## src/rtl/reg_file_sb_if.sv

```systemverilog
// Register-file/scoreboard bus: write port, two read ports, issue port and status.
interface reg_file_sb_if #(
  parameter int WIDTH = 16,
  parameter int AW    = 3
);
  logic [WIDTH-1:0] din;
  logic [AW-1:0]    wr_addr;
  logic             wr_E;
  logic [AW-1:0]    rd_addr_a;
  logic [AW-1:0]    rd_addr_b;
  logic             iss_E;
  logic [AW-1:0]    iss_addr;
  logic [WIDTH-1:0] out_a;
  logic [WIDTH-1:0] out_b;
  logic             busy_a;
  logic             busy_b;
  logic             stall;
  logic [AW:0]      pend_cnt;

  modport master (
    output din, wr_addr, wr_E, rd_addr_a, rd_addr_b, iss_E, iss_addr,
    input  out_a, out_b, busy_a, busy_b, stall, pend_cnt
  );
  modport slave (
    input  din, wr_addr, wr_E, rd_addr_a, rd_addr_b, iss_E, iss_addr,
    output out_a, out_b, busy_a, busy_b, stall, pend_cnt
  );
endinterface

```

## src/rtl/reg_file_sb.sv

```systemverilog
// Register file with per-register busy scoreboard, optional write-through bypass
// and optional hardwired-zero register 0.
module reg_file_sb_rdport #(
  parameter int WIDTH    = 16,
  parameter int DEPTH    = 8,
  parameter int AW       = 3,
  parameter int ZERO_REG = 0,
  parameter int BYPASS   = 1
) (
  input  logic [DEPTH-1:0][WIDTH-1:0] regs_i,
  input  logic [DEPTH-1:0]            busy_i,
  input  logic [AW-1:0]               rd_addr_i,
  input  logic [AW-1:0]               wr_addr_i,
  input  logic                        wr_e_i,
  input  logic [WIDTH-1:0]            din_i,
  output logic [WIDTH-1:0]            data_o,
  output logic                        busy_o
);
  logic zero_hit, fwd;

  assign zero_hit = (ZERO_REG != 0) && (rd_addr_i == '0);
  assign fwd      = (BYPASS != 0) && wr_e_i && (wr_addr_i == rd_addr_i);

  always_comb begin
    data_o = regs_i[rd_addr_i];
    if (zero_hit)  data_o = '0;
    else if (fwd)  data_o = din_i;
  end

  // A forwarded write resolves the pending producer in the same cycle.
  assign busy_o = busy_i[rd_addr_i] && !zero_hit && !fwd;
endmodule

module reg_file_sb #(
  parameter int WIDTH    = 16,
  parameter int DEPTH    = 8,
  parameter int AW       = $clog2(DEPTH),
  parameter int ZERO_REG = 0,
  parameter int BYPASS   = 1
) (
  input logic         CLK,
  input logic         CLR,
  reg_file_sb_if.slave bus
);
  logic [DEPTH-1:0][WIDTH-1:0] regs_q;
  logic [DEPTH-1:0]            busy_q, busy_d;
  logic [AW:0]                 pend_q, pend_d;
  logic                        wr_ok, stall, iss_set;
  logic [1:0][AW-1:0]          rd_addr;
  logic [1:0][WIDTH-1:0]       rd_data;
  logic [1:0]                  rd_busy;

  assign wr_ok   = bus.wr_E && !((ZERO_REG != 0) && (bus.wr_addr == '0));
  // WAW hazard only if the same-cycle writeback does not retire the old producer.
  assign stall   = bus.iss_E && busy_q[bus.iss_addr] &&
                   !(bus.wr_E && (bus.wr_addr == bus.iss_addr));
  assign iss_set = bus.iss_E && !stall && !((ZERO_REG != 0) && (bus.iss_addr == '0));

  always_comb begin
    busy_d = busy_q;
    if (bus.wr_E) busy_d[bus.wr_addr]  = 1'b0;
    if (iss_set)  busy_d[bus.iss_addr] = 1'b1;
  end

  always_comb begin
    pend_d = '0;
    for (int i = 0; i < DEPTH; i++) pend_d = pend_d + {{AW{1'b0}}, busy_d[i]};
  end

  always_ff @(posedge CLK or negedge CLR) begin
    if (!CLR) begin
      regs_q <= '0;
      busy_q <= '0;
      pend_q <= '0;
    end else begin
      if (wr_ok) regs_q[bus.wr_addr] <= bus.din;
      busy_q <= busy_d;
      pend_q <= pend_d;
    end
  end

  assign rd_addr = {bus.rd_addr_b, bus.rd_addr_a};

  generate
    for (genvar p = 0; p < 2; p++) begin : g_rd
      reg_file_sb_rdport #(
        .WIDTH(WIDTH), .DEPTH(DEPTH), .AW(AW), .ZERO_REG(ZERO_REG), .BYPASS(BYPASS)
      ) u_rd (
        .regs_i   (regs_q),
        .busy_i   (busy_q),
        .rd_addr_i(rd_addr[p]),
        .wr_addr_i(bus.wr_addr),
        .wr_e_i   (bus.wr_E),
        .din_i    (bus.din),
        .data_o   (rd_data[p]),
        .busy_o   (rd_busy[p])
      );
    end
  endgenerate

  assign bus.out_a    = rd_data[0];
  assign bus.out_b    = rd_data[1];
  assign bus.busy_a   = rd_busy[0];
  assign bus.busy_b   = rd_busy[1];
  assign bus.stall    = stall;
  assign bus.pend_cnt = pend_q;
endmodule

```

## src/flat_wrapper.sv

```systemverilog
// flat-port wrapper written by rule: the top's interface ports become plain ports
module reg_file_sb_flat 
#(
  parameter int WIDTH    = 16,
  parameter int DEPTH    = 8,
  parameter int AW       = $clog2(DEPTH),
  parameter int ZERO_REG = 0,
  parameter int BYPASS   = 1
)
  (CLK, CLR, bus_din, bus_wr_addr, bus_wr_E, bus_rd_addr_a, bus_rd_addr_b, bus_iss_E, bus_iss_addr, bus_out_a, bus_out_b, bus_busy_a, bus_busy_b, bus_stall, bus_pend_cnt);
  reg_file_sb_if #(.WIDTH(WIDTH), .AW(AW)) bus_i ();
  input logic CLK;
  input logic CLR;
  input wire logic [$bits(bus_i.din)-1:0] bus_din;
  input wire logic [$bits(bus_i.wr_addr)-1:0] bus_wr_addr;
  input wire logic [$bits(bus_i.wr_E)-1:0] bus_wr_E;
  input wire logic [$bits(bus_i.rd_addr_a)-1:0] bus_rd_addr_a;
  input wire logic [$bits(bus_i.rd_addr_b)-1:0] bus_rd_addr_b;
  input wire logic [$bits(bus_i.iss_E)-1:0] bus_iss_E;
  input wire logic [$bits(bus_i.iss_addr)-1:0] bus_iss_addr;
  output wire logic [$bits(bus_i.out_a)-1:0] bus_out_a;
  output wire logic [$bits(bus_i.out_b)-1:0] bus_out_b;
  output wire logic [$bits(bus_i.busy_a)-1:0] bus_busy_a;
  output wire logic [$bits(bus_i.busy_b)-1:0] bus_busy_b;
  output wire logic [$bits(bus_i.stall)-1:0] bus_stall;
  output wire logic [$bits(bus_i.pend_cnt)-1:0] bus_pend_cnt;
  assign bus_i.din = bus_din;
  assign bus_i.wr_addr = bus_wr_addr;
  assign bus_i.wr_E = bus_wr_E;
  assign bus_i.rd_addr_a = bus_rd_addr_a;
  assign bus_i.rd_addr_b = bus_rd_addr_b;
  assign bus_i.iss_E = bus_iss_E;
  assign bus_i.iss_addr = bus_iss_addr;
  assign bus_out_a = bus_i.out_a;
  assign bus_out_b = bus_i.out_b;
  assign bus_busy_a = bus_i.busy_a;
  assign bus_busy_b = bus_i.busy_b;
  assign bus_stall = bus_i.stall;
  assign bus_pend_cnt = bus_i.pend_cnt;
  reg_file_sb #(.WIDTH(WIDTH), .DEPTH(DEPTH), .AW(AW), .ZERO_REG(ZERO_REG), .BYPASS(BYPASS)) u_core (.CLK(CLK), .CLR(CLR), .bus(bus_i));
endmodule
```

## config.mk

```make
export PLATFORM = sky130hd
export DESIGN_NAME = reg_file_sb_flat
export DESIGN_NICKNAME = d
export VERILOG_FILES = /design/src/rtl/reg_file_sb_if.sv /design/src/rtl/reg_file_sb.sv /design/src/flat_wrapper.sv
export SDC_FILE = /design/constraint.sdc
export NUM_CORES = 1
export LEC_CHECK = 0
export BUFFER_PORTS_ARGS = -buffer_cell sky130_fd_sc_hd__buf_2
export CORE_MARGIN = 2
export CORE_UTILIZATION = 60
export CTS_CLUSTER_DIAMETER = 80
export DETAILED_ROUTE_END_ITERATION = 12
export PLACE_DENSITY = 0.8
export SYNTH_ARGS = -nofsm -noshare
export SYNTH_HDL_FRONTEND = slang
export SYNTH_SLANG_ARGS = --single-unit
```

## constraint.sdc

```tcl
create_clock -name CLK -period 6.3 [get_ports CLK]
set_clock_uncertainty 0.2 [all_clocks]
set_input_delay 0.63 -clock CLK [delete_from_list [all_inputs] [get_ports CLK]]
set_output_delay 0.63 -clock CLK [all_outputs]
set_load 0.01 [all_outputs]
```

==> run_results.csv, run 1 <==
group,metric,value,unit
drt,postRouteWirelength,17770,um
placed_design,placed_cells,771,
outcome,outcome,"complete, no violations",
synth,synth_top_family_by_area,"multiplexers",
synth,yosys_warnings,0,
synth,synth_commonest_cells,"dfrtp_1, mux2_2, mux4_2, nor2_1, mux2i_1",
critical_path,end_kind,"flop",
synth,yosysUniqueCellTypes,32,
synth,yosysMostFrequentCell,"dfrtp_1",
cts,cts.htree.levels,4,
synth,avgSynthCellArea,14.14,um2
critical_path,crit_buf_inv,5,
synth,syn-num-nets,613,
synth,seq_area_frac_synth,0.4316,
die,die_h,120.3,um
synth,synth-xor-area-share,0.01079,
final_layout,n_antenna_cell,0,
global_route,grt_pass1_wl,28800,um
global_route,grt_pass1_vias,5320,
sta,finalCritPeriodShare,0.7090,
synth,synth_ff_type,"dfrtp_1",
die,die_area,0.01448,mm2
final_layout,seqCellArea,0.003503,mm2
global_route,antenna_found_initial,0,
die,core_region_area,0.01324,mm2
critical_path,crit_type,"in2reg",
cts,root_buffer,"clkbuf_16",
job,maxCapViolCount,0,
sta,finalWorstPathRequiredPeriod,4467,ps
placed_design,dpl_worst_slack,1436,ps
synth,syn_area,0.008118,mm2
synth,ys_seq_elements,140,
cts,ctsLongestPathBuffers,2,
synth,synth_top_area_frac,0.4316,
critical_path,crit_family,"adder cells",
placed_design,port_buffers,70,
cts,hold_buffers,1,
drt,drc,0,
critical_path,critPathMaxFanout,11,
power,leakage,3.877,nW
power,switching_share,0.2876,
power,power_frac_clock,0.308,
critical_path,cp-start-kind,"primary input",
synth,syn_inst,574,
global_route,grtUsageTotal,0.2643,
cts,postCtsSetupRepairBufs,0,
synth,ys_top_cells_by_area,"dfrtp_1, mux4_2, mux2_2",
synth,synthMuxAreaShare,0.4109,
power,p_seq_frac,0.408,
drt,firstDrtPassIters,4,
sta,drv_slew,0,
synth,synth_compound_area_frac,0.03113,
final_layout,nets,654,
critical_path,critPathSlowestCell,"a31oi_1",
synth,yosys.area_share.adder,0.01449,
sta,timing.fmax,223.9,MHz
final_layout,layout-drive-gt1-share,0.5008,
power,vdd_drop_max,0.2439,mV
die,die_w,120.3,um
critical_path,required,6460,ps
sta,finalHoldViolCount,0,
synth,synthSimpleGateAreaFrac,0.04917,
die,rows,42,
cts,cts.clk_slew.worst_paths,60,ps
final_layout,multi_input_area,0.004193,mm2
sta,hold_ws,324.4,ps
sta,rsz0062_at_grt,"no",
final_layout,fillCellCount,957,
sta,tns,0,ps
critical_path,cp.arrival,4620,ps
sta,fin_ws,1833,ps
cts,insertion_delay,410,ps
power,combPwrFrac,0.283,
final_layout,finalNonFillerCells,803,
global_route,grt_max_degree,88,
power,internal_power,2.200,mW
drt,ant_nets,0,
die,ios,71,
critical_path,crit_chain,"buf_2 -> xnor2_1 -> and4_1 -> a31oi_1 -> o22ai_1 -> ha_1 -> fa_1 -> inv_1 -> fa_1 -> inv_1 -> fa_1 -> inv_1 -> fa_1 -> inv_1",
cts,cts_tree,"built",
sta,slew_headroom,0.2834,
cts,clock_sinks,140,
power,power.switching,0.8881,mW
power,p_per_area,344.5,mW/mm2
placed_design,place_congestion,0.9350,
synth,async_reset_ff_frac,1.000,
final_layout,area_growth,10.43,%
synth,synth_top_area_cell,"dfrtp_1",
die,start_util,0.6130,
critical_path,slowest_delay,630,ps
synth,synth-edff-count,0,
drt,vias,5089,
cts,cts_made_buffers,17,
cts,cts_resized,0,
placed_design,hpwl,10700,um
drt,initialDrtViolationCount,327,
drt,wire_per_inst,22.12,um
global_route,grt_overflow,0,
drt,via_per_inst,6.337,
sta,tightest_slew,1075,ps
sta,report.final.setup_viol,0,
worst_hold_path,hold_class,"reg2reg",
-- registers in the layout (all words and copies together) (netlist names) --
name                 count
u_core.regs_q          128
u_core.busy_q            8
u_core.bus.pend_cnt      4
-- worst paths after layout --
path	end	from	cells after the start	slack [ps]
worst max-delay path	u_core.bus.pend_cnt[1]	bus_wr_addr[0]	14	1830
worst min-delay path	u_core.regs_q[109]	u_core.regs_q[109]	1	320
worst max register to register	u_core.bus.pend_cnt[1]	u_core.busy_q[5]	13	1910
worst min register to register	u_core.regs_q[109]	u_core.regs_q[109]	1	320
max in group asynchronous	u_core.regs_q[103]	CLR	3	3920
min in group asynchronous	u_core.regs_q[64]	CLR	2	510
-- layout by cell type, fill, tap and decap left out, types with 3 or more instances in the layout --
master     Yosys  layout
nand4b_2       3       3
clkinv_2       0       3
clkbuf_1       9       3
ha_1           3       3
o22ai_1        4       4
nand3_1        4       4
dfrtp_1      140     140
a31oi_1        3       3
buf_4         24       9
mux2_2       130     130
nand2_1        8       8
clkbuf_16      0      17
a21oi_1       33      33
nor2_1        35      35
inv_1         13      13
buf_2         16      69
fa_1           4       4
mux2i_1       34      34
clkbuf_8       0       5
o21ai_1        4       4
xnor2_1       10      10
nor2b_1        4       4
nand4_1        3       3
mux4_2        68      68
-- logic make-up after synthesis --
family	count (synthesis)
DFF	140
xor gates and xnor gates	10
muxes	232
AOI/OAI and AO/OA	47
buffers and inverters	71
and+or+nand+nor	67
adders and majority gates	7
-- through the flow --
stage	total power, mW	area, um2	utilization
2_1_floorplan	1.898	8118	-
3_3_place_gp	2.082	8389	0.6335
3_5_place_dp	2.148	8389	0.6335
4_1_cts	3.107	8965	0.6770
5_1_grt	3.263	8965	0.6770
6_report	3.088	8965	0.6770
-- worst register-to-register path, stage by stage, from the launching register on --
cell and delay [ps]:
dfrtp_1 400, mux2_2 180, a32oi_1 90, a31oi_1 710, o22ai_1 210, ha_1 370
fa_1 530, inv_1 60, fa_1 540, inv_1 60, fa_1 430, inv_1 80
fa_1 410, inv_1 60
-- power groups by stage --
stage               clock, mW  sequential (mW)  combinational (mW)
floorplan                   0             1.22               0.674
global placement            0             1.24               0.842
detailed placement          0             1.27               0.880
CTS                     0.963             1.26               0.887
global route             1.01             1.29               0.969
finish                  0.952             1.26               0.875
-- per-layer routing --
metal,wire length [um],global-route usage,up-vias,share of wire
met1,7438,0.3518,2684,0.42
met5,0,0,-,0
met3,931,0.06226,30,0.052
met4,294,0.07558,0,0.017
li1,-,-,2234,-
met2,9102,0.4403,141,0.51
-- final cells by class --
cell class	instances	share of cell area
sequential	140	0.3908
multi-input combinational	363	0.4677
clock inverter	6	0.006699
tap	176	0.02456
timing repair buffer	80	0.04843
clock buffer	25	0.05639
inverter	13	0.005443
Note: power is estimated with default switching activity, not from simulation.
==> inputs of run 2 (changes only) <==
--- a/config.mk
+++ b/config.mk
@@ -7,10 +7,10 @@
 export LEC_CHECK = 0
 export BUFFER_PORTS_ARGS = -buffer_cell sky130_fd_sc_hd__buf_2
 export CORE_MARGIN = 2
-export CORE_UTILIZATION = 60
+export CORE_UTILIZATION = 55
 export CTS_CLUSTER_DIAMETER = 80
 export DETAILED_ROUTE_END_ITERATION = 12
-export PLACE_DENSITY = 0.8
+export PLACE_DENSITY = 0.77
 export SYNTH_ARGS = -nofsm -noshare
 export SYNTH_HDL_FRONTEND = slang
 export SYNTH_SLANG_ARGS = --single-unit
==> constraint.sdc (replaced) <==
create_clock -name CLK -period 3.9 [get_ports CLK]
set_clock_uncertainty 0.2 [all_clocks]
set_input_delay 0.39 -clock CLK [delete_from_list [all_inputs] [get_ports CLK]]
set_output_delay 0.39 -clock CLK [all_outputs]
set_load 0.01 [all_outputs]
==> run_results.csv, run 2 (synthesized netlist as in run 1, its figures left out) <==
group,metric,value,unit
final_layout,final_cell_mix,"dfrtp_1, mux2_2, buf_2",
drt,wire_per_inst,23.03,um
placed_design,dpl_worst_slack,-114.7,ps
sta,fin_ws,184.6,ps
final_layout,area_growth,14.61,%
drt,vias,5339,
sta,timing.fmax,269.1,MHz
job,maxCapViolCount,0,
final_layout,layout-drive-gt1-share,0.5316,
critical_path,crit_buf_inv,5,
power,p_seq_frac,0.386,
global_route,grt_overflow,0,
global_route,grt_pass1_vias,5748,
final_layout,nets,678,
die,die_h,125.5,um
power,power.switching,1.465,mW
drt,drc,0,
cts,cts_made_buffers,17,
final_layout,multi_input_area,0.004245,mm2
critical_path,required,4060,ps
placed_design,hpwl,11470,um
outcome,failed_checks,"hold timing",
critical_path,crit_chain,"mux2_4 -> a32oi_1 -> a31oi_1 -> buf_4 -> o22ai_4 -> ha_4 -> fa_1 -> inv_1 -> fa_1 -> inv_2 -> fa_2 -> inv_2 -> fa_1 -> inv_1",
drt,postRouteWirelength,19210,um
sta,finalCritPeriodShare,0.9527,
critical_path,critPathMaxFanout,3,
cts,hold_buffers,0,
die,rows,44,
critical_path,end_kind,"flop",
final_layout,fillCellCount,1061,
critical_path,cp_common_cell,"fa_1",
cts,clock_sinks,140,
sta,tightest_slew,1098,ps
power,vdd_drop_max,0.3552,mV
global_route,grtUsageTotal,0.2563,
final_layout,regMostFlops,"u_core.regs_q",
critical_path,slowest_delay,490,ps
die,start_util,0.5607,
power,p_per_area,568.2,mW/mm2
worst_hold_path,hold_class,"in2async",
drt,ant_nets,0,
cts,cts.htree.levels,4,
cts,root_buffer,"clkbuf_16",
cts,cts_tree,"built",
critical_path,crit_family,"adder cells",
drt,via_per_inst,6.402,
die,die_w,125.5,um
drt,initialDrtViolationCount,423,
sta,hold_ws,-70.62,ps
outcome,outcome,"finished with violations",
power,combPwrFrac,0.282,
cts,insertion_delay,420,ps
placed_design,port_buffers,70,
critical_path,critPathSlowestCell,"fa_1",
placed_design,place_congestion,0.9091,
sta,drv_slew,0,
power,switching_share,0.2770,
power,internal_power,3.822,mW
sta,finalWorstPathRequiredPeriod,3715,ps
global_route,antenna_found_initial,1,
power,leakage,4.041,nW
critical_path,cp.arrival,3880,ps
sta,report.final.setup_viol,0,
cts,ctsLongestPathBuffers,2,
die,core_region_area,0.01448,mm2
die,ios,71,
final_layout,largest_reg_flops,128,
final_layout,layout_commonest_cell,"dfrtp_1",
global_route,grt_max_degree,122,
final_layout,seqCellArea,0.003503,mm2
global_route,grt_pass1_wl,30590,um
sta,finalHoldViolCount,58,
drt,firstDrtPassIters,4,
cts,cts.clk_slew.worst_paths,50,ps
sta,slew_headroom,0.2678,
power,power_frac_clock,0.331,
critical_path,crit_type,"reg2reg",
die,die_area,0.01575,mm2
critical_path,cp-start-kind,"flop",
==> run 2: worst reg2reg max path, delay by kind of cell (launching register included) <==
| kind | cells | cell delay, ps |
|---|---|---|
| AO/OA/AOI/OAI | 3 | 460 |
| multiplexers | 1 | 280 |
| adder cells (fa/ha/maj) | 5 | 1930 |
| flip-flops | 1 | 410 |
| buffers and inverters | 5 | 390 |
==> run 2: timing repair <==
action	4_1_cts	5_1_grt
setup buffers	0	3
hold endpoints to repair	0	0
endpoints found under the setup margin	0	2
gates resized for setup	0	5
==> run 2: layout make-up <==
class                   instances  area share
flip-flops and latches        140      0.3765
diodes                          1   0.0002690
clock inverters                 7     0.01748
clock buffers                  22     0.05097
repair buffers                104     0.06845
inverters                      13    0.005245
multi-input cells             363      0.4563
well taps                     184     0.02474
==> run 2: path summary, 6_finish.rpt <==
check,cells after the start,start,endpoint,slack (ps)
min reg2reg,1,u_core.regs_q[43],u_core.regs_q[43],320
max,14,u_core.busy_q[4],u_core.bus.pend_cnt[1],180
max reg2reg,14,u_core.busy_q[4],u_core.bus.pend_cnt[1],180
min,1,CLR,u_core.regs_q[16],-70
min in group CLK,2,bus_din[10],u_core.regs_q[58],130
max in group asynchronous,2,CLR,u_core.regs_q[10],2630
==> run 2: power groups by stage <==
stage | Clock (mW) | Combinational, mW | Sequential [mW]
5_1_grt | 1.84 | 1.64 | 2.08
4_1_cts | 1.78 | 1.47 | 2.04
3_5_place_dp | 0 | 1.46 | 2.06
3_3_place_gp | 0 | 1.41 | 2.01
6_report | 1.75 | 1.49 | 2.04
2_1_floorplan | 0 | 1.10 | 1.98
==> run 2: per-layer routing <==
metal  routed length, um  vias to the layer above  global-route usage
met2                9980                      197              0.4321
li1                    -                     2281                   -
met3                1227                       50             0.06333
met5                  13                        -                   0
met1                7501                     2809              0.3169
met4                 487                        2              0.1098
==> run 2: stage by stage <==
step	power [mW]	std cells	cell area [um2]	utilization	TNS (ps)
2_1_floorplan	3.078	574	8142	-	0
3_3_place_gp	3.413	801	8611	0.5947	-55.43
3_5_place_dp	3.515	801	8611	0.5947	-151.5
4_1_cts	5.281	830	9248	0.6387	0
5_1_grt	5.561	833	9301	0.6424	-0.8242
6_report	5.287	834	9304	0.6426	0
==> inputs of run 3 (changes only) <==
--- a/config.mk
+++ b/config.mk
@@ -5,12 +5,13 @@
 export SDC_FILE = /design/constraint.sdc
 export NUM_CORES = 1
 export LEC_CHECK = 0
-export BUFFER_PORTS_ARGS = -buffer_cell sky130_fd_sc_hd__buf_2
+export ABC_AREA = 1
 export CORE_MARGIN = 2
-export CORE_UTILIZATION = 55
+export CORE_UTILIZATION = 58
 export CTS_CLUSTER_DIAMETER = 80
 export DETAILED_ROUTE_END_ITERATION = 12
-export PLACE_DENSITY = 0.77
+export DONT_BUFFER_PORTS = 1
+export PLACE_DENSITY = 0.76
 export SYNTH_ARGS = -nofsm -noshare
 export SYNTH_HDL_FRONTEND = slang
 export SYNTH_SLANG_ARGS = --single-unit
==> constraint.sdc (replaced) <==
create_clock -name CLK -period 3.9 [get_ports CLK]
set_clock_uncertainty 0.2 [all_clocks]
set_input_delay 1.17 -clock CLK [delete_from_list [all_inputs] [get_ports CLK]]
set_output_delay 1.17 -clock CLK [all_outputs]
set_load 0.01 [all_outputs]
==> run_results.csv, run 3 <==
group,metric,value,unit
cts,root_buffer,"clkbuf_16",
sta,fin_ws,63.54,ps
synth,synth_top_area_cell,"dfrtp_1",
sta,hold_ws,234.3,ps
global_route,antenna_found_initial,0,
critical_path,critPathSlowestCell,"fa_1",
synth,ys_seq_elements,140,
critical_path,end_kind,"flop",
placed_design,dpl_worst_slack,-413.9,ps
die,start_util,0.5938,
placed_design,hpwl,13700,um
sta,finalHoldViolCount,0,
synth,synth-edff-count,0,
critical_path,required,4080,ps
global_route,grt_pass1_wl,36570,um
sta,slew_headroom,0.5743,
synth,syn_inst,1106,
synth,synth_top_area_frac,0.4250,
global_route,grt_max_degree,141,
die,core_region_area,0.01388,mm2
power,vdd_drop_max,0.3479,mV
critical_path,slowest_delay,500,ps
synth,async_reset_ff_frac,1.000,
sta,rsz0062_at_grt,"yes",
final_layout,fillCellCount,1202,
die,die_area,0.01518,mm2
critical_path,reg2reg_slack,400,ps
critical_path,cp-startpoint,"bus_iss_addr[0]",
final_layout,largest_reg_flops,128,
global_route,grt_pass1_vias,6929,
critical_path,crit_type,"in2reg",
sta,finalCritPeriodShare,0.9837,
final_layout,layout_commonest_cell,"nand2_1",
drt,drc,0,
critical_path,reg2reg_depth,18,
drt,initialDrtViolationCount,938,
synth,synth_ff_type,"dfrtp_1",
sta,tightest_slew,637.6,ps
cts,cts_made_buffers,17,
critical_path,cp-start-kind,"primary input",
final_layout,utilization,0.6543,
cts,clock_sinks,140,
final_layout,final_area,0.009082,mm2
placed_design,placedInstanceArea,0.008383,mm2
placed_design,port_buffers,0,
sta,drv_slew,0,
final_layout,layout-drive-gt1-share,0.09918,
critical_path,endpoint,"u_core.bus.pend_cnt[1]",
final_layout,multi_input_area,0.003850,mm2
critical_path,r2r-start,"u_core.busy_q[5]",
global_route,grt_overflow,0,
final_layout,final_cell_mix,"nand2_1, o21ai_0, dfrtp_1",
sta,tns,0,ps
cts,ctsLongestPathBuffers,2,
cts,cts_tree,"built",
outcome,outcome,"complete, no violations",
final_layout,seqCellArea,0.003503,mm2
sta,report.final.setup_viol,0,
worst_hold_path,hold_class,"in2async",
synth,synth_commonest_cells,"nand2_1, o21ai_0, dfrtp_1, nand3_1, inv_1",
synth,yosysUniqueCellTypes,28,
critical_path,cp.arrival,4020,ps
power,leakage,4.141,nW
drt,vias,7555,
final_layout,area_growth,10.19,%
synth,seq_area_frac_synth,0.4250,
drt,ant_nets,0,
synth,syn-num-nets,1145,
critical_path,reg2reg_to,"u_core.bus.pend_cnt[1]",
die,die_h,123.2,um
sta,timing.fmax,260.7,MHz
final_layout,regMostFlops,"u_core.regs_q",
cts,cts.clk_slew.worst_paths,60,ps
drt,postRouteWirelength,23190,um
drt,via_per_inst,5.907,
cts,insertion_delay,440,ps
job,maxCapViolCount,0,
drt,firstDrtPassIters,5,
synth,ys_top_cells_by_area,"dfrtp_1, o21ai_0, nand2_1",
die,ios,71,
synth,yosys_warnings,0,
cts,cts.htree.levels,4,
final_layout,n_antenna_cell,0,
placed_design,place_congestion,0.8956,
global_route,grtUsageTotal,0.3189,
power,p_per_area,528.5,mW/mm2
final_layout,nets,1125,
critical_path,critPathMaxFanout,11,
die,die_w,123.2,um
synth,syn_area,0.008243,mm2
sta,finalWorstPathRequiredPeriod,3836,ps
synth,yosysMostFrequentCell,"nand2_1",
drt,wire_per_inst,18.13,um
critical_path,crit_chain,"clkinvlp_4 -> nand4_1 -> nand2_1 -> nor2_1 -> nand2_1 -> nand2_2 -> nand3_2 -> o21ai_2 -> ha_1 -> fa_1 -> inv_1 -> fa_1 -> inv_1 -> fa_2 -> inv_2 -> fa_1 -> inv_1",
synth,avgSynthCellArea,7.453,um2
die,rows,43,
run 3: layer usage:
metal / global-route usage / part of all wire
met2: 0.4718 / 0.45
met4: 0.1328 / 0.026
met3: 0.07288 / 0.082
met5: 0 / 0
met1: 0.4521 / 0.44
run 3: report_power, final:
group | internal (mW) | switching, mW
clock | 1.22 | 0.637
combinational | 0.421 | 0.595
sequential | 1.76 | 0.173
run 3: worst min-delay path by stage:
stage	startpoint	to	slack [ps]	depth (start not counted)
after floorplan	u_core.regs_q[76]	u_core.regs_q[76]	260	2
after global placement	u_core.regs_q[8]	u_core.regs_q[8]	280	2
after detailed placement	u_core.regs_q[5]	u_core.regs_q[5]	290	2
after CTS	CLR	u_core.bus.pend_cnt[1]	220	0
after global routing	CLR	u_core.regs_q[80]	220	0
final	CLR	u_core.regs_q[80]	230	0
run 3: cell type report:
cell class,instances,share of cell area
Clock buffer,18,0.04835
Clock inverter,14,0.02673
Inverter,115,0.04890
Multi-Input combinational cell,765,0.4239
Sequential cell,140,0.3857
Tap cell,180,0.02480
Timing Repair Buffer,47,0.04160
run 3: kinds of logic (layout without fill, tap and decap cells):
family	Yosys count	in the layout	share of synthesized area
AOI/OAI and AO/OA	380	380	0.2515
buffers and inverters	201	194	0.1119
and+or+nand+nor	376	376	0.1952
DFF	140	140	0.4250
xor gates and xnor gates	2	2	0.002125
adders and majority gates	7	7	0.01427
run 3: critical path, delay by kind of cell:
kind | cells | cell delay, ps
compound gates | 1 | 80
fa+ha+maj | 5 | 1960
simple gates | 6 | 490
buf+inv | 5 | 320
run 3: stage by stage:
step	cells	power [mW]
floorplan	1106	2.723
global placement	1246	2.900
detailed placement	1246	2.953
CTS	1278	4.820
global route	1279	5.066
finish	1279	4.800
run 3: repair_timing:
action,CTS,global route
endpoints found under the setup margin,0,2
hold buffers,0,0
buffers inserted,0,1
resized for setup,0,3
